<file path="src/rtl/des_block_packer.sv">
// des_block_packer
//   Turns the 16-bit PipeIn word stream into 64-bit DES input blocks.
//   Every four words form one block, with the first word in bits [15:0].
//   Completed blocks wait in a small first-word-fall-through FIFO until the
//   DES sequencer takes them over a valid/ready handshake.
//   The FIFO never stalls the pipe. If a block completes while the FIFO is
//   full and nothing is popped in that cycle, the block is dropped and the
//   sticky overflow flag is set.
//   Optional build macro DES_PACK_BYTESWAP_EN: when defined, the two bytes
//   of each incoming word are swapped before the word is stored.
module des_block_packer #(
  parameter int DEPTH_LOG2 = 2
) (
  input  logic                  clk1,
  input  logic                  reset_n,
  input  logic                  flush,
  input  logic                  pipe_write,
  input  logic [15:0]           pipe_data,
  output logic                  blk_valid,
  input  logic                  blk_ready,
  output logic [63:0]           blk_data,
  output logic [DEPTH_LOG2:0]   blk_count,
  output logic [1:0]            word_phase,
  output logic                  overflow
);

  localparam int                DEPTH     = 1 << DEPTH_LOG2;
  localparam logic [DEPTH_LOG2:0] CNT_ONE  = {{DEPTH_LOG2{1'b0}}, 1'b1};
  localparam logic [DEPTH_LOG2:0] CNT_FULL = CNT_ONE << DEPTH_LOG2;

  logic [1:0]            phase_q;
  logic [47:0]           hold_q;
  logic [DEPTH_LOG2:0]   wr_ptr_q;
  logic [DEPTH_LOG2:0]   rd_ptr_q;
  logic [DEPTH_LOG2:0]   count_q;
  logic                  ovf_q;
  logic [63:0]           mem_q [DEPTH];

  logic [15:0]           word_in;
  logic [63:0]           blk_new;
  logic                  complete;
  logic                  pop;
  logic                  push;

  // Word as it enters the block, optionally byte-swapped for big-endian hosts.
`ifdef DES_PACK_BYTESWAP_EN
  assign word_in = {pipe_data[7:0], pipe_data[15:8]};
`else
  assign word_in = pipe_data;
`endif

  // Decide whether a block completes, is popped, or is pushed this cycle.
  // A full FIFO still takes a new block when a pop frees a slot in the same cycle.
  always_comb begin
    blk_new  = {word_in, hold_q};
    complete = pipe_write && (phase_q == 2'd3);
    pop      = (count_q != '0) && blk_ready;
    push     = complete && ((count_q != CNT_FULL) || pop);
  end

  // Assembler: phase counter and holding register for words 0..2.
  always_ff @(posedge clk1 or negedge reset_n) begin
    if (!reset_n) begin
      phase_q <= 2'd0;
      hold_q  <= 48'd0;
    end else if (flush) begin
      phase_q <= 2'd0;
    end else if (pipe_write) begin
      phase_q <= phase_q + 2'd1;
      case (phase_q)
        2'd0:    hold_q[15:0]  <= word_in;
        2'd1:    hold_q[31:16] <= word_in;
        2'd2:    hold_q[47:32] <= word_in;
        default: hold_q        <= hold_q;
      endcase
    end
  end

  // FIFO storage. It has no reset because its contents are ignored while the count is zero.
  always_ff @(posedge clk1) begin
    if (push && !flush) begin
      mem_q[wr_ptr_q[DEPTH_LOG2-1:0]] <= blk_new;
    end
  end

  // FIFO pointers, occupancy and the sticky overflow flag.
  always_ff @(posedge clk1 or negedge reset_n) begin
    if (!reset_n) begin
      wr_ptr_q <= '0;
      rd_ptr_q <= '0;
      count_q  <= '0;
      ovf_q    <= 1'b0;
    end else if (flush) begin
      wr_ptr_q <= '0;
      rd_ptr_q <= '0;
      count_q  <= '0;
      ovf_q    <= 1'b0;
    end else begin
      if (push) wr_ptr_q <= wr_ptr_q + CNT_ONE;
      if (pop)  rd_ptr_q <= rd_ptr_q + CNT_ONE;
      case ({push, pop})
        2'b10:   count_q <= count_q + CNT_ONE;
        2'b01:   count_q <= count_q - CNT_ONE;
        default: count_q <= count_q;
      endcase
      if (complete && !push) ovf_q <= 1'b1;
    end
  end

  assign blk_valid  = (count_q != '0);
  assign blk_data   = mem_q[rd_ptr_q[DEPTH_LOG2-1:0]];
  assign blk_count  = count_q;
  assign word_phase = phase_q;
  assign overflow   = ovf_q;

endmodule
</file>
<file path="config.mk">
export PLATFORM = sky130hd
export DESIGN_NAME = des_block_packer
export DESIGN_NICKNAME = d
export VERILOG_FILES = /design/src/rtl/des_block_packer.sv
export SDC_FILE = /design/constraint.sdc
export NUM_CORES = 1
export LEC_CHECK = 0
export BUFFER_PORTS_ARGS = -buffer_cell sky130_fd_sc_hd__buf_2
export CORE_UTILIZATION = 55
export CTS_CLUSTER_SIZE = 25
export DETAILED_ROUTE_END_ITERATION = 6
export PLACE_DENSITY_LB_ADDON = 0.05
export SYNTH_ARGS = -nofsm -noshare
export SYNTH_HDL_FRONTEND = slang
export SYNTH_SLANG_ARGS = --single-unit
</file>
<file path="constraint.sdc">
create_clock -name clk1 -period 3.55 [get_ports clk1]
set_input_delay 0.1775 -clock clk1 [delete_from_list [all_inputs] [get_ports clk1]]
set_output_delay 0.1775 -clock clk1 [all_outputs]
set_load 0.005 [all_outputs]
</file>
Word level (Yosys, flattened, before mapping)
Memories as Yosys holds them, arrays and structs flattened.
Cells that the tools add are included.
{"block": "word_totals", "register_bits": 60, "ram_bits": 256, "inputBits": 21, "output_inout_bits": 71, "wordCells": 51, "n_memories": 1}
{"block": "op_classes", "n_addsub": 5, "eq_ne": 6, "muxes": 12, "bitwise": 1, "reduce_logical": 18}
{"name": "mem_q", "words": 4, "width": 64, "rd": 1, "rd_clocked_by_memory_dff": 0, "wr": 1, "line_no": "37", "rtl": "logic [63:0] mem_q [DEPTH];"}
{"operator": "two-way mux 3 bit", "count": 5}
{"operator": "adder 3 x 1 -> 3 bit, second input constant", "count": 3}
{"operator": "AND reduction 3 bit", "count": 3}
{"operator": "nonzero test 2 bit", "count": 4}
{"operator": "equality test 2 bit, second input constant", "count": 3}
{"operator": "one-hot mux 3 bit (2 select lines)", "count": 1}
{"operator": "nonzero test 3 bit", "count": 2}
{"operator": "logical AND 1 bit", "count": 5}
{"operator": "equality test 2 x 1 -> 1 bit, second input constant", "count": 2}
{"operator": "two-way mux 1 bit", "count": 4}
{"operator": "two-way mux 2 bit", "count": 2}
{"operator": "inequality test 3 bit, second input constant", "count": 1}
{"operator": "subtractor 3 x 1 -> 3 bit, second input constant", "count": 1}
{"operator": "adder 2 x 1 -> 2 bit, second input constant", "count": 1}
{"operator": "zero test 1 bit", "count": 2}
{"operator": "zero test 2 bit", "count": 1}
{"operator": "logical OR 1 bit", "count": 1}
{"operator": "inverter 1 bit", "count": 1}

Longest topological paths before layout
Gate-level depths: netlist of run 1.
{"block": "depth", "word_depth": 8, "depth_mapped": 8, "mapped_depth_nobuf": 7}

Least setup slack after synthesis of run 1
OpenSTA, ideal clock, no wires.
{"block": "synth_timing", "path_kind": "reg2reg", "startpoint": "reg phase_q[0], in the netlist word_phase[0]", "endpoint": "mem mem_q[0][0] (enable)", "setup_ns": 0.429, "t_arrival_ns": 2.671, "required_ns": 3.121, "setup_slack_ns": 0.450, "path_stages_with_launch": 6, "path_buffers": 0, "period_less_slack_ns": 3.100, "path_cell_list": "dfrtp_1 ha_1 nand2_1 a31oi_1 nor2b_1 and2_1"}
{"block": "synth_between", "elab_chain_cells": 6}
{"item": "start: declaration", "line_no": "31", "rtl": "logic [1:0] phase_q;"}
{"item": "start signal: assignment", "line_no": "69", "rtl": "phase_q <= phase_q + 2'd1;"}
{"item": "equality test 2 bit", "line_no": "56", "rtl": "complete = pipe_write && (phase_q == 2'd3);"}
{"item": "logical AND 1 bit", "line_no": "56"}
{"item": "logical AND 1 bit", "line_no": "58", "rtl": "push = complete && ((count_q != CNT_FULL) || pop);"}
{"item": "logical AND 1 bit", "line_no": "81", "rtl": "if (push && !flush) begin"}
{"item": "two-way mux 1 bit", "line_no": "81"}
{"item": "two-way mux 1 bit (implied by the code)", "line_no": "82", "rtl": "mem_q[wr_ptr_q[DEPTH_LOG2-1:0]] <= blk_new;"}
{"item": "end: declaration", "line_no": "37"}
No other way between the ends.

Final worst setup path of run 1
{"block": "layout_timing", "startpoint": "reg rd_ptr_q[0]", "endpoint": "out blk_data[56]"}
{"block": "layout_between", "elab_chain_cells": 1}
{"item": "start: declaration", "line_no": "34", "rtl": "logic [DEPTH_LOG2:0] rd_ptr_q;"}
{"item": "start signal: assignment", "line_no": "100", "rtl": "if (pop) rd_ptr_q <= rd_ptr_q + CNT_ONE;"}
{"item": "memory (4 x 64 bit)"}
{"item": "end: declaration", "line_no": "21", "rtl": "output logic [63:0] blk_data,"}
No other way between the ends.

==> results.json, run 1 <==
{
  "clock-root-buffer": "clkbuf_16",
  "hpwl_mm": 12.2,
  "core_um2": 20500,
  "post_cts_buffers": 0,
  "p_total_mw": 8.04,
  "wl_mm": 21.5,
  "die_h_um": 148,
  "hold_violations": 0,
  "post_drt_wl_per_cell_um": 23.1,
  "place_ws_ps": 1000,
  "clockBufferDepth": 3,
  "yosys_warnings": 0,
  "crit_path_end_kind": "primary output",
  "syn_avg_cell_area_um2": 23.1,
  "ys_ff_latch": 314,
  "yosysTopAreaCellShare_pct": 65.9,
  "synth_edf_count": 256,
  "status": "finished, final reports clean",
  "num_antenna_cells": 0,
  "fin_ws_ps": 855,
  "crit_type": "reg2out",
  "ir_drop_mv": 0.453,
  "cts_sinks": 314,
  "synth_cells": 506,
  "grt_use_met3_pct": 3.61,
  "hold_class": "in2reg",
  "ioPinCount": 92,
  "synth_fp_nets": 536,
  "fin_setup_tns_ps": 0,
  "drt-initial-drc-count": 257,
  "grt_max_degree": 66,
  "p_leak_nw": 4.75,
  "synth_area_leaders": "edfxtp_1 66%, dfrtp_1 12%, mux4_2 12%, mux2_2 4.6%, ha_1 0.86%",
  "h-tree-depth": 1,
  "grtUsageMet1_pct": 29.4,
  "dieArea_um2": 21800,
  "maxCapViolations": 0,
  "drtAntennaViolNets": 0,
  "slew_headroom_pct": 31.5,
  "synth.distinct_cells": 31,
  "vias": 5324,
  "area_delta_synth_final_pct": 16.9,
  "grt_pass1_wl_mm": 33.6,
  "reg2reg_slack_ps": 1020,
  "syn_area_um2": 11700,
  "drt_pass1_iterations": 4,
  "drive_gt1_share_pct": 41.0,
  "clkTransAtPathRegs_ps": 60,
  "fmax_mhz": 371,
  "num_rows": 52,
  "critical_path_arrival_ps": 2520,
  "numCtsBuffers": 30,
  "die_w_um": 148,
  "top_usage_layer": "met2",
  "drc_errors": 0,
  "cts_tree": "built",
  "viasPerCell": 5.72,
  "insertion_delay_ps": 540,
  "min_period_ps": 2700,
  "post-route-util_pct": 66.6,
  "gp_congestion": 0.714,
  "grtUsageMet2_pct": 34.9,
  "period_share_pct": 75.9,
  "worst_pin_slew_ps": 1030,
  "grt_setup_unrepaired": "false",
  "path_max_fanout": 31,
  "yosysTopAreaCell": "edfxtp_1",
  "antenna_found_initial": 0,
  "grt_pass1_vias": 5840,
  "start_util_pct": 56.9,
  "whs_ps": 33.9,
  "async_flop_share_pct": 18.5,
  "p_per_area_nw_per_um2": 590,
  "yosysSeqAreaShare_pct": 78.3,
  "grt_overflow": 0,
  "finalMaxSlewViolations": 0,
  "finalSetupViolCount": 0,
  "fillCellCount": 1383,
  "fin_skew_ps": 11.6,
  "port_buffers": 91,
  "critical_path_required_ps": 3370,
  "final_nets": 667,
  "synthFlopType": "edfxtp_1",
  "worstSetupStartpointType": "flip-flop",
  "grt_use_total_pct": 20.9
}
==> cells by family (layout without fill, tap and decap cells) <==
logic type,count (synthesis),after routing,share of synthesized area [%]
flops,314,314,78.3
mux,116,116,17.3
simple gates,31,31,1.36
buf+inv,24,179,1.10
fa+ha+maj,9,9,1.03
compound gates,7,7,0.482
xor+xnor,5,5,0.375
==> registers in the layout, summed over array words and instances, names as in the netlist <==
signal	flops
blk_count	3
overflow	1
hold_q	48
wr_ptr_q	2
mem_q	256
rd_ptr_q	2
word_phase	2
==> timing repair <==
action | CTS | global route
hold buffers | 19 | 0
hold endpoints to repair | 141 | 0
resized for setup | 0 | 0
==> power by group <==
group,leakage (nW),switching (mW),internal (mW)
clock,0.488,1.27,1.80
sequential,3.03,0.235,4.37
combinational,1.23,0.149,0.219
total,4.75,1.66,6.39
==> metrics by stage <==
stage	cells	instance area, µm²
detailed placement	856	12500
global route	931	13600
global placement	856	12500
floorplan	506	11700
finish	931	13600
CTS	931	13600
==> synthesized netlist by cell type (2+ instances only) <==
cell type,instances
mux2i_1,3
a31oi_1,2
inv_1,5
dfrtp_1,58
buf_2,7
nand2_2,3
clkbuf_1,2
nand2_1,3
nand3_1,3
mux4_2,64
xnor2_1,3
nand2b_1,2
nor2_1,10
buf_1,2
buf_4,8
mux2_2,48
xor2_1,2
ha_1,8
edfxtp_1,256
nor2b_1,2
and2_1,5
==> worst max-delay path, cell delays in order, from the launching register on <==
cell	delay [ps]
dfrtp_4	840
buf_4	390
mux4_2	590
buf_2	150
==> metal layers <==
metal	wire length [µm]	up-vias
li1	-	2331
met1	9460	2851
met2	10700	115
met3	1020	27
met4	286	0
met5	0	-
==> cell type report <==
| class | instances | area [µm²] | share of cell area, % |
|---|---|---|---|
| clock buffer | 38 | 832 | 6.10 |
| clock inverter | 18 | 139 | 1.02 |
| sequential | 314 | 9150 | 67.0 |
| tap | 270 | 338 | 2.48 |
| timing repair buffer | 118 | 756 | 5.54 |
| multi-input combinational | 168 | 2410 | 17.7 |
| inverter | 5 | 18.8 | 0.138 |
==> final timing paths <==
check / cells past startpoint / endpoint / startpoint
worst max-delay path: 3 / blk_data[56] / rd_ptr_q[0]
worst min-delay path: 4 / rd_ptr_q[1] / blk_ready
worst max register to register: 6 / mem_q[1][4] / word_phase[0]
worst min register to register: 0 / mem_q[1][13] / hold_q[13]
max in group asynchronous: 3 / rd_ptr_q[1] / reset_n
min in group asynchronous: 3 / hold_q[3] / reset_n
==> layout by cell type (no fill, tap or decap) <==
master         count
nor2b_1            2
xnor2_1            3
fa_1               1
a22oi_2            1
or3_1              1
o211ai_1           1
clkinv_1           3
and2_4             4
o21ai_0            1
mux2i_1            3
and2_1             1
and2b_1            1
a41oi_1            1
dfrtp_4            2
buf_4              4
buf_2             91
clkinvlp_4         1
or2_2              1
mux2_2            48
mux4_2            64
bufinv_16          2
nand2_2            3
clkinv_2          12
dlygate4sd3_1     19
o32a_1             1
clkbuf_8           3
clkbuf_16         31
ha_1               8
inv_1              5
buf_12             4
mux2_1             1
edfxtp_1         256
nand2_1            3
dfrtp_1           56
xor2_1             2
nand2b_1           2
nand3_1            3
a31oi_1            2
nor2_1            10
clkbuf_1           4
Power figures use the tool's default switching activity.
==> run 2: changes to the inputs <==
clock period = 2.5 ns   (was 3.55 ns; I/O delays follow)
==> results.json, run 2 (synthesis gave the netlist of run 1 again) <==
{
  "status": "finished, final reports clean",
  "r2r-end": "mem_q[0][1]",
  "worst_pin_slew_ps": 635,
  "grt_overflow": 0,
  "insertion_delay_ps": 540,
  "area_delta_synth_final_pct": 20.3,
  "largest_reg_flops": 256,
  "drtAntennaViolNets": 0,
  "rr_worst_depth": 6,
  "p_per_area_nw_per_um2": 861,
  "vias": 5449,
  "viasPerCell": 5.72,
  "top_usage_layer": "met2",
  "path_depth": 6,
  "critPathMaxStageDelay_ps": 430,
  "post_drt_wl_per_cell_um": 23.3,
  "h-tree-depth": 1,
  "cts_tree": "built",
  "timing.rr.start": "word_phase[0]",
  "worstSetupStartpointType": "flip-flop",
  "finalMaxSlewViolations": 0,
  "clockBufferDepth": 3,
  "critical_path_required_ps": 2740,
  "ir_drop_mv": 0.628,
  "place_area_um2": 12600,
  "dieArea_um2": 21800,
  "start_util_pct": 56.9,
  "path_buf_inv": 1,
  "min_period_ps": 2300,
  "grtUsageMet2_pct": 35.0,
  "critical_path_arrival_ps": 2540,
  "antenna_found_initial": 0,
  "fin_setup_tns_ps": 0,
  "final_nets": 688,
  "gp_congestion": 0.773,
  "postLayoutCellArea_um2": 14000,
  "hpwl_mm": 13.3,
  "clkTransAtPathRegs_ps": 60,
  "cts_sinks": 314,
  "layout.cells.most_common_list": "256 x edfxtp_1, 91 x buf_2, 64 x mux4_2",
  "clock-root-buffer": "clkbuf_16",
  "port_buffers": 91,
  "fin_ws_ps": 198,
  "grtUsageMet1_pct": 30.3,
  "die_h_um": 148,
  "reg2reg_slack_ps": 200,
  "path_max_fanout": 17,
  "wl_mm": 22.2,
  "cp-endpoint": "mem_q[0][1]",
  "drt-initial-drc-count": 274,
  "ioPinCount": 92,
  "place_ws_ps": 202,
  "fin_skew_ps": 7.51,
  "grt_setup_unrepaired": "false",
  "drt_pass1_iterations": 4,
  "crit_path_end_kind": "flip-flop",
  "fillCellCount": 1302,
  "crit_type": "reg2reg",
  "post-route-util_pct": 68.5,
  "hold_violations": 0,
  "crit_chain": "ha_1 > nand2_1 > a31oi_1 > nor2b_1 > and2_4 > buf_12",
  "hold_class": "in2async",
  "grt_max_degree": 32,
  "numCtsBuffers": 30,
  "final_common_cell": "edfxtp_1",
  "grt_pass1_vias": 5743,
  "grt_pass1_wl_mm": 33.7,
  "grt_use_met3_pct": 2.99,
  "critPathSlowestCell": "dfrtp_1",
  "slew_headroom_pct": 57.5,
  "whs_ps": 169,
  "fmax_mhz": 434,
  "crit_start": "word_phase[0]",
  "period_share_pct": 92.1,
  "num_antenna_cells": 0,
  "core_um2": 20500,
  "maxCapViolations": 0,
  "num_rows": 52,
  "drc_errors": 0,
  "cp_top_family": "simple AND/OR/NAND/NOR gates",
  "grt_use_total_pct": 21.1,
  "drive_gt1_share_pct": 42.4,
  "die_w_um": 148,
  "p_leak_nw": 4.93,
  "finalSetupViolCount": 0,
  "post_cts_resized": 0
}
==> run 2: changes by cell type in the layout (fill, tap and decap cells not counted) <==
cell / delta
clkbuf_8: +3
clkbuf_1: +2
clkinv_1: -1
buf_12: +7
clkinvlp_4: +1
clkinv_2: -10
bufinv_16: +5
dlygate4sd3_1: +2
buf_4: +12
==> run 2: how the worst min path moves through the flow <==
stage	from	end	slack [ps]	cells after the start
after CTS	reset_n	hold_q[35]	170	3
final	reset_n	hold_q[3]	170	3
after global placement	reset_n	word_phase[1]	-30	1
after floorplan	reset_n	blk_count[0]	-170	0
after detailed placement	reset_n	word_phase[0]	-30	1
after global routing	reset_n	hold_q[8]	200	3
==> run 2: report_power, final <==
part	switching, mW	internal [mW]	total, mW
clock	1.83	3.16	4.99
sequential	0.329	6.21	6.54
combinational	0.229	0.327	0.555
==> run 2: layout make-up <==
| cell class | count | area, µm² | area share (%) |
|---|---|---|---|
| Sequential cell | 314 | 9150 | 65.1 |
| Multi-Input combinational cell | 168 | 2410 | 17.2 |
| Timing Repair Buffer | 139 | 1010 | 7.16 |
| Inverter | 5 | 18.8 | 0.134 |
| Clock inverter | 13 | 243 | 1.73 |
| Clock buffer | 43 | 881 | 6.27 |
| Tap cell | 270 | 338 | 2.41 |
==> run 2: worst min-delay path, cell delays in order <==
cell and delay [ps]:
dlygate4sd3_1 520, buf_2 140, buf_4 330
==> run 2: repair_timing <==
item                                    CTS  global route
endpoints found under the hold margin   177             0
hold buffers                             21             0
endpoints found under the setup margin    0            22
buffers inserted                          0             9
==> run 2: layer usage <==
| metal | wire (µm) | share of wire, % |
|---|---|---|
| met5 | 0 | 0 |
| met4 | 352 | 1.6 |
| met3 | 879 | 4.0 |
| met2 | 11000 | 50 |
| met1 | 9900 | 45 |
==> run 2: stage by stage <==
stage | power [mW] | cells
3_3_place_gp | 7.12 | 866
5_1_grt | 12.5 | 952
6_report | 12.1 | 952
3_5_place_dp | 7.18 | 866
2_1_floorplan | 6.88 | 506
4_1_cts | 12.2 | 943
